==> src/rtl/vga_sync_monitor.sv <==
// Receive-side VGA sync timing monitor.
// Recovers line/frame position from the hsync/vsync pair, measures every line
// period and sync pulse width against nominal timing, and reports lock status,
// one-cycle error pulses and a saturating error counter.
module vga_sync_monitor #(
    parameter int unsigned H_TOTAL_CLKS  = 3200,
    parameter int unsigned H_PULSE_CLKS  = 384,
    parameter int unsigned V_TOTAL_LINES = 525,
    parameter int unsigned V_PULSE_CLKS  = 6400,
    parameter int unsigned TOL           = 4,
    parameter int unsigned LOCK_FRAMES   = 2,
    parameter logic        SYNC_POL      = 1'b0
) (
    input  logic        clk,
    input  logic        reset,
    input  logic        hsync_in,
    input  logic        vsync_in,
    output logic        locked,
    output logic [9:0]  line_count,
    output logic [11:0] h_period,
    output logic        frame_done,
    output logic        h_err,
    output logic        v_err,
    output logic        timeout,
    output logic [7:0]  err_count
);

    typedef enum logic [1:0] {
        ST_SEARCH = 2'd0,
        ST_ALIGN  = 2'd1,
        ST_LOCKED = 2'd2
    } state_t;

    // All clock-count measurements are compared in a common 14-bit domain.
    localparam logic [13:0] H_TOT_C      = 14'(H_TOTAL_CLKS);
    localparam logic [13:0] H_PW_C       = 14'(H_PULSE_CLKS);
    localparam logic [13:0] V_PW_C       = 14'(V_PULSE_CLKS);
    localparam logic [13:0] TOL_C        = 14'(TOL);
    localparam logic [10:0] V_TOT_C      = 11'(V_TOTAL_LINES);
    // The idle counter is wider than h_clk so that twice the nominal line
    // period stays reachable even when h_clk itself has saturated.
    localparam logic [12:0] TO_LIMIT_C   = 13'(2 * H_TOTAL_CLKS);
    localparam logic [7:0]  LOCK_C       = 8'(LOCK_FRAMES);
    localparam logic        SYNC_INACT_C = ~SYNC_POL;

    // True when a measurement deviates from nominal by more than the tolerance.
    function automatic logic out_of_tol(input logic [13:0] meas,
                                        input logic [13:0] nom,
                                        input logic [13:0] tol);
        logic [13:0] diff;
        if (meas >= nom) begin
            diff = meas - nom;
        end else begin
            diff = nom - meas;
        end
        return (diff > tol);
    endfunction

    state_t      state_q, state_d;
    logic        hs_q, hs_d;
    logic        vs_q, vs_d;
    logic [11:0] h_clk_q, h_clk_d;
    logic [12:0] idle_q, idle_d;
    logic [11:0] hw_q, hw_d;
    logic [12:0] vw_q, vw_d;
    logic [9:0]  line_q, line_d;
    logic        h_seen_q, h_seen_d;
    logic        v_seen_q, v_seen_d;
    logic        frame_bad_q, frame_bad_d;
    logic [7:0]  frame_cnt_q, frame_cnt_d;
    logic        locked_q, locked_d;
    logic [11:0] h_period_q, h_period_d;
    logic        frame_done_q, frame_done_d;
    logic        h_err_q, h_err_d;
    logic        v_err_q, v_err_d;
    logic        timeout_q, timeout_d;
    logic [7:0]  err_count_q, err_count_d;

    logic        hs_act_s, hs_prev_act_s, h_rise_s, h_fall_s;
    logic        vs_act_s, vs_prev_act_s, v_rise_s, v_fall_s;
    logic [13:0] h_meas_s;
    logic [10:0] lines_s;
    logic        any_err_s;
    logic        frame_good_s;

    // Edge detection, measurement counters, error flags and the lock FSM.
    always_comb begin
        hs_act_s      = (hsync_in == SYNC_POL);
        hs_prev_act_s = (hs_q == SYNC_POL);
        vs_act_s      = (vsync_in == SYNC_POL);
        vs_prev_act_s = (vs_q == SYNC_POL);
        h_rise_s      = hs_act_s & ~hs_prev_act_s;
        h_fall_s      = ~hs_act_s & hs_prev_act_s;
        v_rise_s      = vs_act_s & ~vs_prev_act_s;
        v_fall_s      = ~vs_act_s & vs_prev_act_s;

        hs_d = hsync_in;
        vs_d = vsync_in;

        // Line period: distance between successive hsync assertion edges.
        h_meas_s = {2'b00, h_clk_q} + 14'd1;
        if (h_rise_s) begin
            h_clk_d = 12'd0;
            if (h_clk_q == 12'd4095) begin
                h_period_d = 12'd4095;
            end else begin
                h_period_d = h_clk_q + 12'd1;
            end
        end else begin
            h_period_d = h_period_q;
            if (h_clk_q == 12'd4095) begin
                h_clk_d = h_clk_q;
            end else begin
                h_clk_d = h_clk_q + 12'd1;
            end
        end

        // Idle counter for hsync loss; a single match gives a single pulse.
        if (h_rise_s) begin
            idle_d = 13'd0;
        end else if (idle_q == 13'd8191) begin
            idle_d = idle_q;
        end else begin
            idle_d = idle_q + 13'd1;
        end
        timeout_d = (idle_q == TO_LIMIT_C) & ~h_rise_s;

        // hsync pulse width: the assertion cycle counts as the first cycle.
        if (h_rise_s) begin
            hw_d = 12'd1;
        end else if (hs_act_s) begin
            if (hw_q == 12'd4095) begin
                hw_d = hw_q;
            end else begin
                hw_d = hw_q + 12'd1;
            end
        end else begin
            hw_d = 12'd0;
        end

        // vsync pulse width, same scheme as hsync.
        if (v_rise_s) begin
            vw_d = 13'd1;
        end else if (vs_act_s) begin
            if (vw_q == 13'd8191) begin
                vw_d = vw_q;
            end else begin
                vw_d = vw_q + 13'd1;
            end
        end else begin
            vw_d = 13'd0;
        end

        // The very first edges after reset have no reference, so are not judged.
        h_seen_d = h_seen_q | h_rise_s;
        v_seen_d = v_seen_q | v_rise_s;

        h_err_d = (h_rise_s & h_seen_q & out_of_tol(h_meas_s, H_TOT_C, TOL_C))
                | (h_fall_s & out_of_tol({2'b00, hw_q}, H_PW_C, TOL_C));

        // A coincident hsync edge belongs to the frame that is ending.
        lines_s = {1'b0, line_q} + {10'd0, h_rise_s};
        v_err_d = (v_rise_s & v_seen_q & (lines_s != V_TOT_C))
                | (v_fall_s & out_of_tol({1'b0, vw_q}, V_PW_C, TOL_C));

        if (v_rise_s) begin
            line_d = 10'd0;
        end else if (h_rise_s) begin
            if (line_q == 10'd1023) begin
                line_d = line_q;
            end else begin
                line_d = line_q + 10'd1;
            end
        end else begin
            line_d = line_q;
        end

        any_err_s    = h_err_d | v_err_d | timeout_d;
        frame_good_s = ~frame_bad_q & ~any_err_s;
        frame_done_d = v_rise_s;
        if (v_rise_s) begin
            frame_bad_d = 1'b0;
        end else begin
            frame_bad_d = frame_bad_q | any_err_s;
        end

        state_d     = state_q;
        frame_cnt_d = frame_cnt_q;
        err_count_d = err_count_q;
        case (state_q)
            ST_SEARCH: begin
                frame_cnt_d = 8'd0;
                if (v_rise_s) begin
                    state_d = ST_ALIGN;
                end else begin
                    state_d = ST_SEARCH;
                end
            end
            ST_ALIGN: begin
                // At a frame boundary the ending frame is judged in place;
                // errors anywhere else abandon alignment.
                if (v_rise_s) begin
                    if (frame_good_s) begin
                        if ((frame_cnt_q + 8'd1) >= LOCK_C) begin
                            state_d     = ST_LOCKED;
                            frame_cnt_d = 8'd0;
                        end else begin
                            frame_cnt_d = frame_cnt_q + 8'd1;
                        end
                    end else begin
                        frame_cnt_d = 8'd0;
                    end
                end else if (any_err_s) begin
                    state_d     = ST_SEARCH;
                    frame_cnt_d = 8'd0;
                end else begin
                    state_d = ST_ALIGN;
                end
            end
            ST_LOCKED: begin
                if (any_err_s) begin
                    state_d     = ST_SEARCH;
                    frame_cnt_d = 8'd0;
                    if (err_count_q == 8'd255) begin
                        err_count_d = err_count_q;
                    end else begin
                        err_count_d = err_count_q + 8'd1;
                    end
                end else begin
                    state_d = ST_LOCKED;
                end
            end
            default: begin
                state_d     = ST_SEARCH;
                frame_cnt_d = 8'd0;
            end
        endcase
        locked_d = (state_d == ST_LOCKED);
    end

    // State and output registers with synchronous reset.
    always_ff @(posedge clk) begin
        if (reset) begin
            state_q      <= ST_SEARCH;
            hs_q         <= SYNC_INACT_C;
            vs_q         <= SYNC_INACT_C;
            h_clk_q      <= 12'd0;
            idle_q       <= 13'd0;
            hw_q         <= 12'd0;
            vw_q         <= 13'd0;
            line_q       <= 10'd0;
            h_seen_q     <= 1'b0;
            v_seen_q     <= 1'b0;
            frame_bad_q  <= 1'b0;
            frame_cnt_q  <= 8'd0;
            locked_q     <= 1'b0;
            h_period_q   <= 12'd0;
            frame_done_q <= 1'b0;
            h_err_q      <= 1'b0;
            v_err_q      <= 1'b0;
            timeout_q    <= 1'b0;
            err_count_q  <= 8'd0;
        end else begin
            state_q      <= state_d;
            hs_q         <= hs_d;
            vs_q         <= vs_d;
            h_clk_q      <= h_clk_d;
            idle_q       <= idle_d;
            hw_q         <= hw_d;
            vw_q         <= vw_d;
            line_q       <= line_d;
            h_seen_q     <= h_seen_d;
            v_seen_q     <= v_seen_d;
            frame_bad_q  <= frame_bad_d;
            frame_cnt_q  <= frame_cnt_d;
            locked_q     <= locked_d;
            h_period_q   <= h_period_d;
            frame_done_q <= frame_done_d;
            h_err_q      <= h_err_d;
            v_err_q      <= v_err_d;
            timeout_q    <= timeout_d;
            err_count_q  <= err_count_d;
        end
    end

    assign locked     = locked_q;
    assign line_count = line_q;
    assign h_period   = h_period_q;
    assign frame_done = frame_done_q;
    assign h_err      = h_err_q;
    assign v_err      = v_err_q;
    assign timeout    = timeout_q;
    assign err_count  = err_count_q;

endmodule

==> config.mk <==
export PLATFORM = sky130hd
export DESIGN_NAME = vga_sync_monitor
export DESIGN_NICKNAME = d
export VERILOG_FILES = /design/src/rtl/vga_sync_monitor.sv
export SDC_FILE = /design/constraint.sdc
export NUM_CORES = 1
export LEC_CHECK = 0
export CORE_ASPECT_RATIO = 0.75
export CORE_UTILIZATION = 32
export CTS_CLUSTER_SIZE = 20
export DETAILED_ROUTE_END_ITERATION = 6
export GPL_ROUTABILITY_DRIVEN = 0
export SETUP_SLACK_MARGIN = 0.5
export SLEW_MARGIN = 20
export SYNTH_ARGS = -nofsm -noshare
export SYNTH_HDL_FRONTEND = slang
export SYNTH_SLANG_ARGS = --single-unit
==> constraint.sdc <==
create_clock -name clk -period 10.1 [get_ports clk]
set_input_delay 1.515 -clock clk [delete_from_list [all_inputs] [get_ports clk]]
set_output_delay 1.515 -clock clk [all_outputs]
set_load 0.02 [all_outputs]
==> results of run 1 <==
[Yosys cell counts, types with 5 or more instances]
cell / n / area, um^2
a31oi_1: 6 / 37.5
nand4_1: 21 / 131
ha_1: 28 / 350
buf_2: 9 / 45.0
nor4_1: 6 / 37.5
nand3_1: 31 / 155
xor2_1: 28 / 245
or3_1: 15 / 93.8
nor3_1: 16 / 80.1
nor2b_1: 8 / 50.1
clkbuf_1: 26 / 97.6
o21ai_0: 30 / 150
and4_1: 6 / 52.6
or4_1: 7 / 52.6
a21oi_1: 50 / 250
and2_1: 6 / 37.5
and3_1: 29 / 181
o211ai_1: 7 / 52.6
xnor2_1: 25 / 219
a21o_1: 12 / 90.1
nand2_1: 53 / 199
nand2b_1: 6 / 37.5
inv_1: 23 / 86.3
dfxtp_1: 100 / 2000
nor3b_1: 5 / 37.5
nor2_1: 85 / 319
[registers in the layout, summed over array words and instances, names as in the netlist]
signal / count
err_count: 8
frame_bad_q: 1
frame_cnt_q: 8
frame_done: 1
h_clk_q: 12
h_err: 1
h_period: 12
h_seen_q: 1
hs_q: 1
hw_q: 12
idle_q: 13
line_count: 10
locked: 1
state_q: 2
timeout: 1
v_err: 1
v_seen_q: 1
vs_q: 1
vw_q: 13
[kinds of logic after synthesis]
family,count (synthesis),share of synthesized area (%)
simple gates,328,29.6
compound gates,162,17.8
flops,100,33.2
buf+inv,68,5.12
xor+xnor,53,7.69
fa+ha+maj,28,5.80
mux,5,0.850
[layout by cell type, fill, tap and decap left out, drive strengths merged, types with 13 or more instances in the layout]
cell / instances
nand2: 54
nor3: 17
clkdlybuf4s50: 38
a21oi: 50
xnor2: 25
xor2: 28
dfxtp: 100
o21ai: 34
and3: 30
inv: 24
nand4: 24
or3: 15
ha: 28
clkbuf: 13
nand3: 31
nor2: 87
[per-stage QoR]
step	worst slack [ns]	total power, W	utilization (%)	instances
2_1_floorplan	6.28	0.000448	-	744
3_3_place_gp	5.14	0.000461	35.3	986
3_5_place_dp	4.98	0.000462	35.3	986
4_1_cts	5.35	0.000846	37.1	1002
5_1_grt	4.99	0.000868	37.1	1002
6_report	5.38	0.000834	37.1	1002
[worst paths after layout]
path | startpoint | endpoint | slack, ns | depth (start not counted)
hold / removal | h_period[0] | h_period[0] | 0.45 | 1
setup reg to reg | h_clk_q[0] | err_count[7] | 5.56 | 13
setup / recovery | hsync_in | err_count[7] | 5.38 | 12
hold reg to reg | h_period[0] | h_period[0] | 0.45 | 1
[metal layers]
| metal | part of all wire, % | routed length (um) |
|---|---|---|
| met1 | 56 | 8060 |
| met2 | 38 | 5440 |
| met3 | 5.5 | 787 |
| met4 | 0.71 | 102 |
| met5 | 0 | 0 |
[power by group]
group	total [W]	switching, W	internal (W)	leakage (nW)
sequential	0.000406	0.00000668	0.000399	0.809
combinational	0.0000466	0.0000279	0.0000187	1.62
clock	0.000382	0.000156	0.000225	0.154
[layout make-up]
class / count / area, um^2
Sequential cell: 100 / 2000
Clock buffer: 13 / 250
Fill cell: 1897 / 11600
Inverter: 23 / 86.3
Timing Repair Buffer: 40 / 395
Clock inverter: 3 / 68.8
Multi-Input combinational cell: 576 / 3730
Tap cell: 247 / 309
[worst register-to-register path, stage by stage (launching register included)]
cell	delay (ns)
dfxtp_1	0.68
ha_1	0.68
nand3_1	0.20
nor2_2	0.17
xnor2_1	0.26
ha_1	0.23
o211a_1	0.19
o21ai_1	0.13
a22o_1	0.28
a221oi_2	0.32
nand4_2	0.21
o21ai_1	0.66
nor3_1	0.12
mux2_2	0.29
==> impl_metrics.tcl, run 1 <==
set metrics [dict create \
    outcome "complete, no violations" \
    skew_ns 0.0111 \
    dr.pass1.iters 6 \
    wire_per_inst_um 14.4 \
    slew_headroom_pct 35.5 \
    worst_path_max_delay_cell "o21ai_1" \
    synthCells 744 \
    ys.flop_type "dfxtp_1" \
    drt_iter0_drc 478 \
    post_cts_buffers 0 \
    routed_wl_mm 14.4 \
    clock_path_buffers 2 \
    route.vias.total 5223 \
    worst-path-buf-inv 1 \
    io_buffers 38 \
    synthesis.area_mm2 0.00604 \
    path_class "in -> reg" \
    numCtsBuffers 9 \
    synthDistinctLibCells 82 \
    start_util_pct 32.7 \
    cts_tree "yes" \
    synth_edf_count 0 \
    gr-usage-met2_pct 20.3 \
    cp.arrival_ns 4.96 \
    nNetsFinal 782 \
    max-vdd-ir-drop_mv 0.0842 \
    top_usage_layer "met1" \
    layout.cell_area.non_filler_mm2 0.00684 \
    antenna_left 0 \
    dieArea_mm2 0.0194 \
    slew_violations 0 \
    fp.coreArea_mm2 0.0185 \
    grt_pass1_wl_mm 24.3 \
    vias_per_cell 5.21 \
    required_ns 10.34 \
    period_share_pct 46.7 \
    grt_remaining_overflow 0 \
    io_pins 39 \
    dpl.hpwl_mm 10.4 \
    die_w_um 161 \
    timing_hold_violations_final 0 \
    antenna_found_initial 0 \
    worst-path-max-fanout 11 \
    avgSynthCellArea_um2 8.12 \
    cpLargestDelayFamily "simple AND/OR/NAND/NOR gates" \
    syn_nets 776 \
    synth_seq_area_share_pct 33.2 \
    tightest_slew_ns 0.964 \
    syn2layout_area_growth_pct 13.3 \
    holdCritPathClass "reg -> reg" \
    synth_warnings 0 \
    fin_crit_ns 4.72 \
    leakagePower_nw 2.58 \
    synthArstFlopShare_pct 0 \
    synth-seq-cells 100 \
    tns_ns 0 \
    worstSetupEndpointType "flip-flop" \
    grt_pass1_vias 4637 \
    num_antenna_cells 0 \
    max_cap_viol_count 0 \
    cts_max_level 3 \
    drcViolationCount 0 \
    cpPeakStageDelay_ns 0.63 \
    rsz0062_at_grt "false" \
    max_freq_mhz 212 \
    cts_resized 0 \
    placed_cell_area_mm2 0.00652 \
    ctsRootBufferMaster "clkbuf_16" \
    grt_max_degree 25 \
    start_kind "input pin" \
    path_clk_slew_ns 0.07 \
    cp_cell_sequence "clkdlybuf4s50_1 -> nor2_1 -> ha_1 -> ha_1 -> nor4bb_1 -> and3_1 -> o21ai_0 -> nor3_1 -> o211ai_1 -> o21ai_1 -> nor3_1 -> mux2_2" \
    row_count 43 \
    met1_usage_pct 24.5 \
    track_usage_pct 15.5 \
    postCtsHoldBufs 0 \
    whs_ns 0.453 \
    met3_usage_pct 4.00 \
    cts.sink_count 100 \
    drive_above_1_share_pct 5.96 \
    finalSetupViolCount 0 \
    fp.dieH_um 121 \
    clk_latency_ns 0.36 \
    power.density_mw_per_mm2 122 \
]
Power figures use the tool's default switching activity.
==> inputs of run 2 (changes only) <==
==> constraint.sdc (replaced) <==
create_clock -name clk -period 4 [get_ports clk]
set_input_delay 0.6 -clock clk [delete_from_list [all_inputs] [get_ports clk]]
set_output_delay 0.6 -clock clk [all_outputs]
set_load 0.02 [all_outputs]
==> run 2 against run 1 <==
Final cell count is 1.8% higher. Clock power increased by 140%. First-iteration DRC count is 24% lower. Design area rose by 3.7%. Largest cell class unchanged. Total power grew 150%. Clock skew rose by 0.0012 ns. Flip-flop and latch count unchanged. Worst setup slack lost 4.7 ns. Sequential power rose to 2.5 times the previous value. Non-clock buffer count up 18. Register-to-register slack worse by 4.9 ns. Global-route usage decreased by 0.11 points.
==> impl_metrics.tcl, run 2 (synthesized netlist as in run 1, its figures left out) <==
set metrics [dict create \
    outcome "complete, no violations" \
    antenna_left 0 \
    placed_cells 999 \
    io_pins 39 \
    start_kind "input pin" \
    numCtsBuffers 9 \
    startpoint "hsync_in" \
    final_cell_mix "94 x dfxtp_1, 85 x nor2_1, 53 x nand2_1, 50 x a21oi_1, 38 x clkdlybuf4s50_1" \
    rsz0062_at_grt "false" \
    dieArea_mm2 0.0194 \
    ctsRootBufferMaster "clkbuf_16" \
    routed_wl_mm 14.7 \
    vias_per_cell 5.19 \
    worst-path-max-fanout 11 \
    drcViolationCount 0 \
    tns_ns 0 \
    grt_remaining_overflow 0 \
    clk_latency_ns 0.36 \
    cts_tree "yes" \
    leakagePower_nw 2.69 \
    final-instance-count-excl-fill 1020 \
    finalSetupViolCount 0 \
    grt_pass1_wl_mm 24.1 \
    die_w_um 161 \
    nNetsFinal 800 \
    fin_crit_ns 3.34 \
    cp.arrival_ns 3.58 \
    top_regs "idle_q x13, vw_q x13" \
    grt_pass1_vias 4620 \
    max-vdd-ir-drop_mv 0.164 \
    num_antenna_cells 0 \
    tightest_slew_ns 0.961 \
    row_count 43 \
    cts_max_level 3 \
    layout_commonest_cell "dfxtp_1" \
    power.density_mw_per_mm2 292 \
    track_usage_pct 15.4 \
    slew_headroom_pct 35.5 \
    slew_violations 0 \
    holdCritPathClass "reg -> reg" \
    hp-start "h_period[6]" \
    r2r-start "h_clk_q[0]" \
    fill_cells 1877 \
    timing_hold_violations_final 0 \
    clock_path_buffers 2 \
    multi_input_area_mm2 0.00383 \
    final_core_util_pct 38.4 \
    io_buffers 38 \
    wire_per_inst_um 14.4 \
    period_share_pct 83.4 \
    drive_above_1_share_pct 11.0 \
    max_cap_viol_count 0 \
    cts.sink_count 100 \
    path_class "in -> reg" \
    regArea_mm2 0.00201 \
    fp.dieH_um 121 \
    grt_max_degree 19 \
    power.total_w 0.00207 \
    dpl.hpwl_mm 10.7 \
    antenna_found_initial 0 \
    skew_ns 0.0123 \
    worstSetupEndpointType "flip-flop" \
    drt_iter0_drc 362 \
    required_ns 4.25 \
    route.vias.total 5292 \
    fp.coreArea_mm2 0.0185 \
    dr.pass1.iters 5 \
    start_util_pct 32.7 \
    max_freq_mhz 300 \
    path_clk_slew_ns 0.08 \
    syn2layout_area_growth_pct 17.4 \
]
-- run 2: path summary, 6_finish.rpt --
check	endpoint	slack, ns	cells past startpoint
worst min register to register	h_period[6]	0.46	1
worst max register to register	err_count[7]	0.67	13
worst min-delay path	h_period[6]	0.46	1
worst max-delay path	err_count[7]	0.66	13
-- run 2: area by class of cell --
class | instances | share of cell area (%)
Multi-Input combinational cell | 576 | 54.1
Sequential cell | 100 | 28.4
Timing Repair Buffer | 58 | 7.53
Tap cell | 247 | 4.36
Clock buffer | 9 | 3.18
Clock inverter | 7 | 1.22
Inverter | 23 | 1.22
-- run 2: metrics by stage --
step	setup WS (ns)	cell area [um^2]	hold WS, ns
final	0.664	7090	0.456
after global placement	0.370	6620	0.439
after detailed placement	0.215	6620	0.439
after global routing	0.471	7090	0.486
after floorplan	0.796	6040	0.426
after CTS	0.527	6940	0.458
-- run 2: worst max-delay path, stage by stage --
cell and delay (ns):
clkdlybuf4s50_1 0.61, nor2_1 0.10, ha_1 0.21, ha_1 0.27, nor4bb_1 0.25, and3_1 0.21, o21ai_0 0.11, nor3_2 0.31
o211ai_1 0.21, o21ai_2 0.17, buf_4 0.19, nor3_1 0.07, mux2_2 0.26
-- run 2: report_power, final --
part / leakage (nW) / switching [W] / total, W / internal [W]
logic: 1.73 / 0.0000767 / 0.000132 / 0.0000556
clock network: 0.147 / 0.000422 / 0.000918 / 0.000496
registers: 0.813 / 0.0000145 / 0.00102 / 0.00101
-- run 2: routing by layer --
metal | track usage (%) | part of all wire [%]
met5 | 0 | 0
met4 | 4.11 | 1.0
met3 | 3.11 | 5.4
met2 | 20.2 | 38
met1 | 24.5 | 55
-- run 2: what timing repair did --
item / CTS / global route
pin swaps: 0 / 6
setup buffers: 0 / 5
gates cloned: 0 / 0
gates resized for setup: 5 / 23
hold buffers: 0 / 0
setup endpoints to repair: 11 / 19
==> inputs of run 3 (changes only) <==
==> constraint.sdc (replaced) <==
create_clock -name clk -period 3.4 [get_ports clk]
set_input_delay 0.51 -clock clk [delete_from_list [all_inputs] [get_ports clk]]
set_output_delay 0.51 -clock clk [all_outputs]
set_load 0.02 [all_outputs]
==> run 3 against run 2 <==
Global-route usage increased by 0.39 points. First-iteration DRC count increased by 25%. Die area unchanged. Total power increased by 22%. Design area increased by 6.9%. Final cell count increased by 3.3%. Sequential power increased by 18%. Hold slack got worse by 0.0033 ns. Via count increased by 3.2%. Non-clock buffer count increased by 34. Flip-flop and latch count unchanged. Sequential share of layout area decreased by 1.7 points.
==> impl_metrics.tcl, run 3 (synthesized netlist as in run 1, its figures left out) <==
set metrics [dict create \
    outcome "complete, no violations" \
    track_usage_pct 15.8 \
    p_clk_share_pct 45.1 \
    holdCritPathClass "reg -> reg" \
    max_freq_mhz 315 \
    dr.pass1.iters 5 \
    cts_tree "yes" \
    antenna_left 0 \
    vias_per_cell 5.18 \
    num_antenna_cells 0 \
    drt_iter0_drc 452 \
    intPower_w 0.00192 \
    grt_remaining_overflow 0 \
    clk_latency_ns 0.36 \
    max-vdd-ir-drop_mv 0.204 \
    drcViolationCount 0 \
    finalSetupViolCount 0 \
    multi_input_area_mm2 0.00403 \
    max_cap_viol_count 0 \
    path_class "reg -> reg" \
    slew_headroom_pct 59.1 \
    required_ns 3.65 \
    grt_pass1_vias 4793 \
    die_w_um 161 \
    path_clk_slew_ns 0.07 \
    fp.coreArea_mm2 0.0185 \
    fin_crit_ns 3.18 \
    final_cell_mix "90 x dfxtp_1, 84 x nor2_1, 53 x nand2_1, 49 x buf_4, 45 x a21oi_1" \
    placed_cell_area_mm2 0.00681 \
    skew_ns 0.0104 \
    worst-path-max-fanout 10 \
    power.total_w 0.00252 \
    dpl.hpwl_mm 10.9 \
    p_sw_w 0.000602 \
    start_kind "flip-flop" \
    layout_commonest_cell "dfxtp_1" \
    postCtsHoldBufs 0 \
    fp.dieH_um 121 \
    leakagePower_nw 2.88 \
    routed_wl_mm 15.3 \
    drive_above_1_share_pct 18.7 \
    grt_pass1_wl_mm 24.6 \
    grt_max_degree 25 \
    period_share_pct 93.4 \
    syn2layout_area_growth_pct 25.5 \
    p_comb_share_pct 7.3 \
    numCtsBuffers 9 \
    cp.arrival_ns 3.43 \
    clock_path_buffers 2 \
    layout.cell_area.non_filler_mm2 0.00758 \
    cts_max_level 3 \
    rsz0062_at_grt "true" \
    seqPwrFrac_pct 47.6 \
    ctsRootBufferMaster "clkbuf_16" \
    worstSetupEndpointType "flip-flop" \
    p_sw_share_pct 23.9 \
    antenna_found_initial 0 \
    wire_per_inst_um 14.5 \
    regArea_mm2 0.00202 \
    slew_violations 0 \
    io_buffers 38 \
    start_util_pct 32.7 \
    tightest_slew_ns 0.611 \
    whs_ns 0.453 \
    cts.sink_count 100 \
    nNetsFinal 834 \
    row_count 43 \
    dieArea_mm2 0.0194 \
    power.density_mw_per_mm2 332 \
    route.vias.total 5459 \
    fill_cells 1858 \
    top_regs "idle_q x13, vw_q x13" \
    io_pins 39 \
    final_core_util_pct 41.1 \
    timing_hold_violations_final 0 \
]
## run 3: cell count changes in the layout (fill, tap and decap cells not counted), moves of 5 or more
cell	before	now
buf_4	19	49
a21oi_2	0	5
ha_1	27	22
a21oi_1	50	45
## run 3: worst max-delay path: stages, from the launching register on
cell	delay [ns]
dfxtp_4	0.38
buf_6	0.12
nand4_4	0.12
nor2_4	0.18
xnor2_2	0.09
buf_4	0.19
ha_2	0.20
or3_1	0.38
a22o_1	0.20
a221oi_2	0.27
nand4_2	0.21
o31ai_4	0.31
buf_4	0.17
a21oi_2	0.05
o21ba_2	0.19
## run 3: layout make-up
type | instances | share of cell area [%]
clock inverter | 7 | 1.29
multi-input combinational | 576 | 53.1
clock buffer | 9 | 2.97
inverter | 23 | 1.21
tap | 247 | 4.08
timing repair buffer | 92 | 10.6
sequential | 100 | 26.7
## run 3: final timing paths
kind,startpoint,end,slack [ns],depth (start not counted)
worst max-delay path,h_clk_q[1],state_q[0],0.22,14
worst min-delay path,h_period[6],h_period[6],0.45,1
worst max register to register,h_clk_q[1],state_q[0],0.22,14
worst min register to register,h_period[6],h_period[6],0.45,1
## run 3: metal layers
metal | vias to the layer above | global-route usage (%) | share of wire (%)
li1 | 2797 | - | -
met1 | 2539 | 23.9 | 54
met2 | 108 | 21.9 | 41
met3 | 15 | 3.18 | 4.1
met4 | 0 | 4.82 | 1.2
met5 | - | 0 | 0
## run 3: through the flow
| step | setup TNS, ns | setup slack (ns) | instances |
|---|---|---|---|
| after floorplan | 0 | 0.383 | 744 |
| after global placement | -0.486 | -0.0610 | 1019 |
| after detailed placement | -1.17 | -0.112 | 1019 |
| after CTS | 0 | 0.243 | 1045 |
| after global routing | 0 | 0.102 | 1054 |
| final | 0 | 0.223 | 1054 |
## run 3: power by group through the flow
stage	Combinational (W)	Sequential, W	Clock [W]
floorplan	0.000102	0.00123	0
global placement	0.000156	0.00123	0
detailed placement	0.000156	0.00123	0
CTS	0.000165	0.00120	0.00117
global route	0.000201	0.00120	0.00122
finish	0.000183	0.00120	0.00114
## run 3: repair_timing
item / in CTS / in global routing
setup endpoints to repair: 20 / 20
pin swaps: 13 / 24
cloned: 1 / 0
resized for setup: 27 / 45
setup buffers: 9 / 9
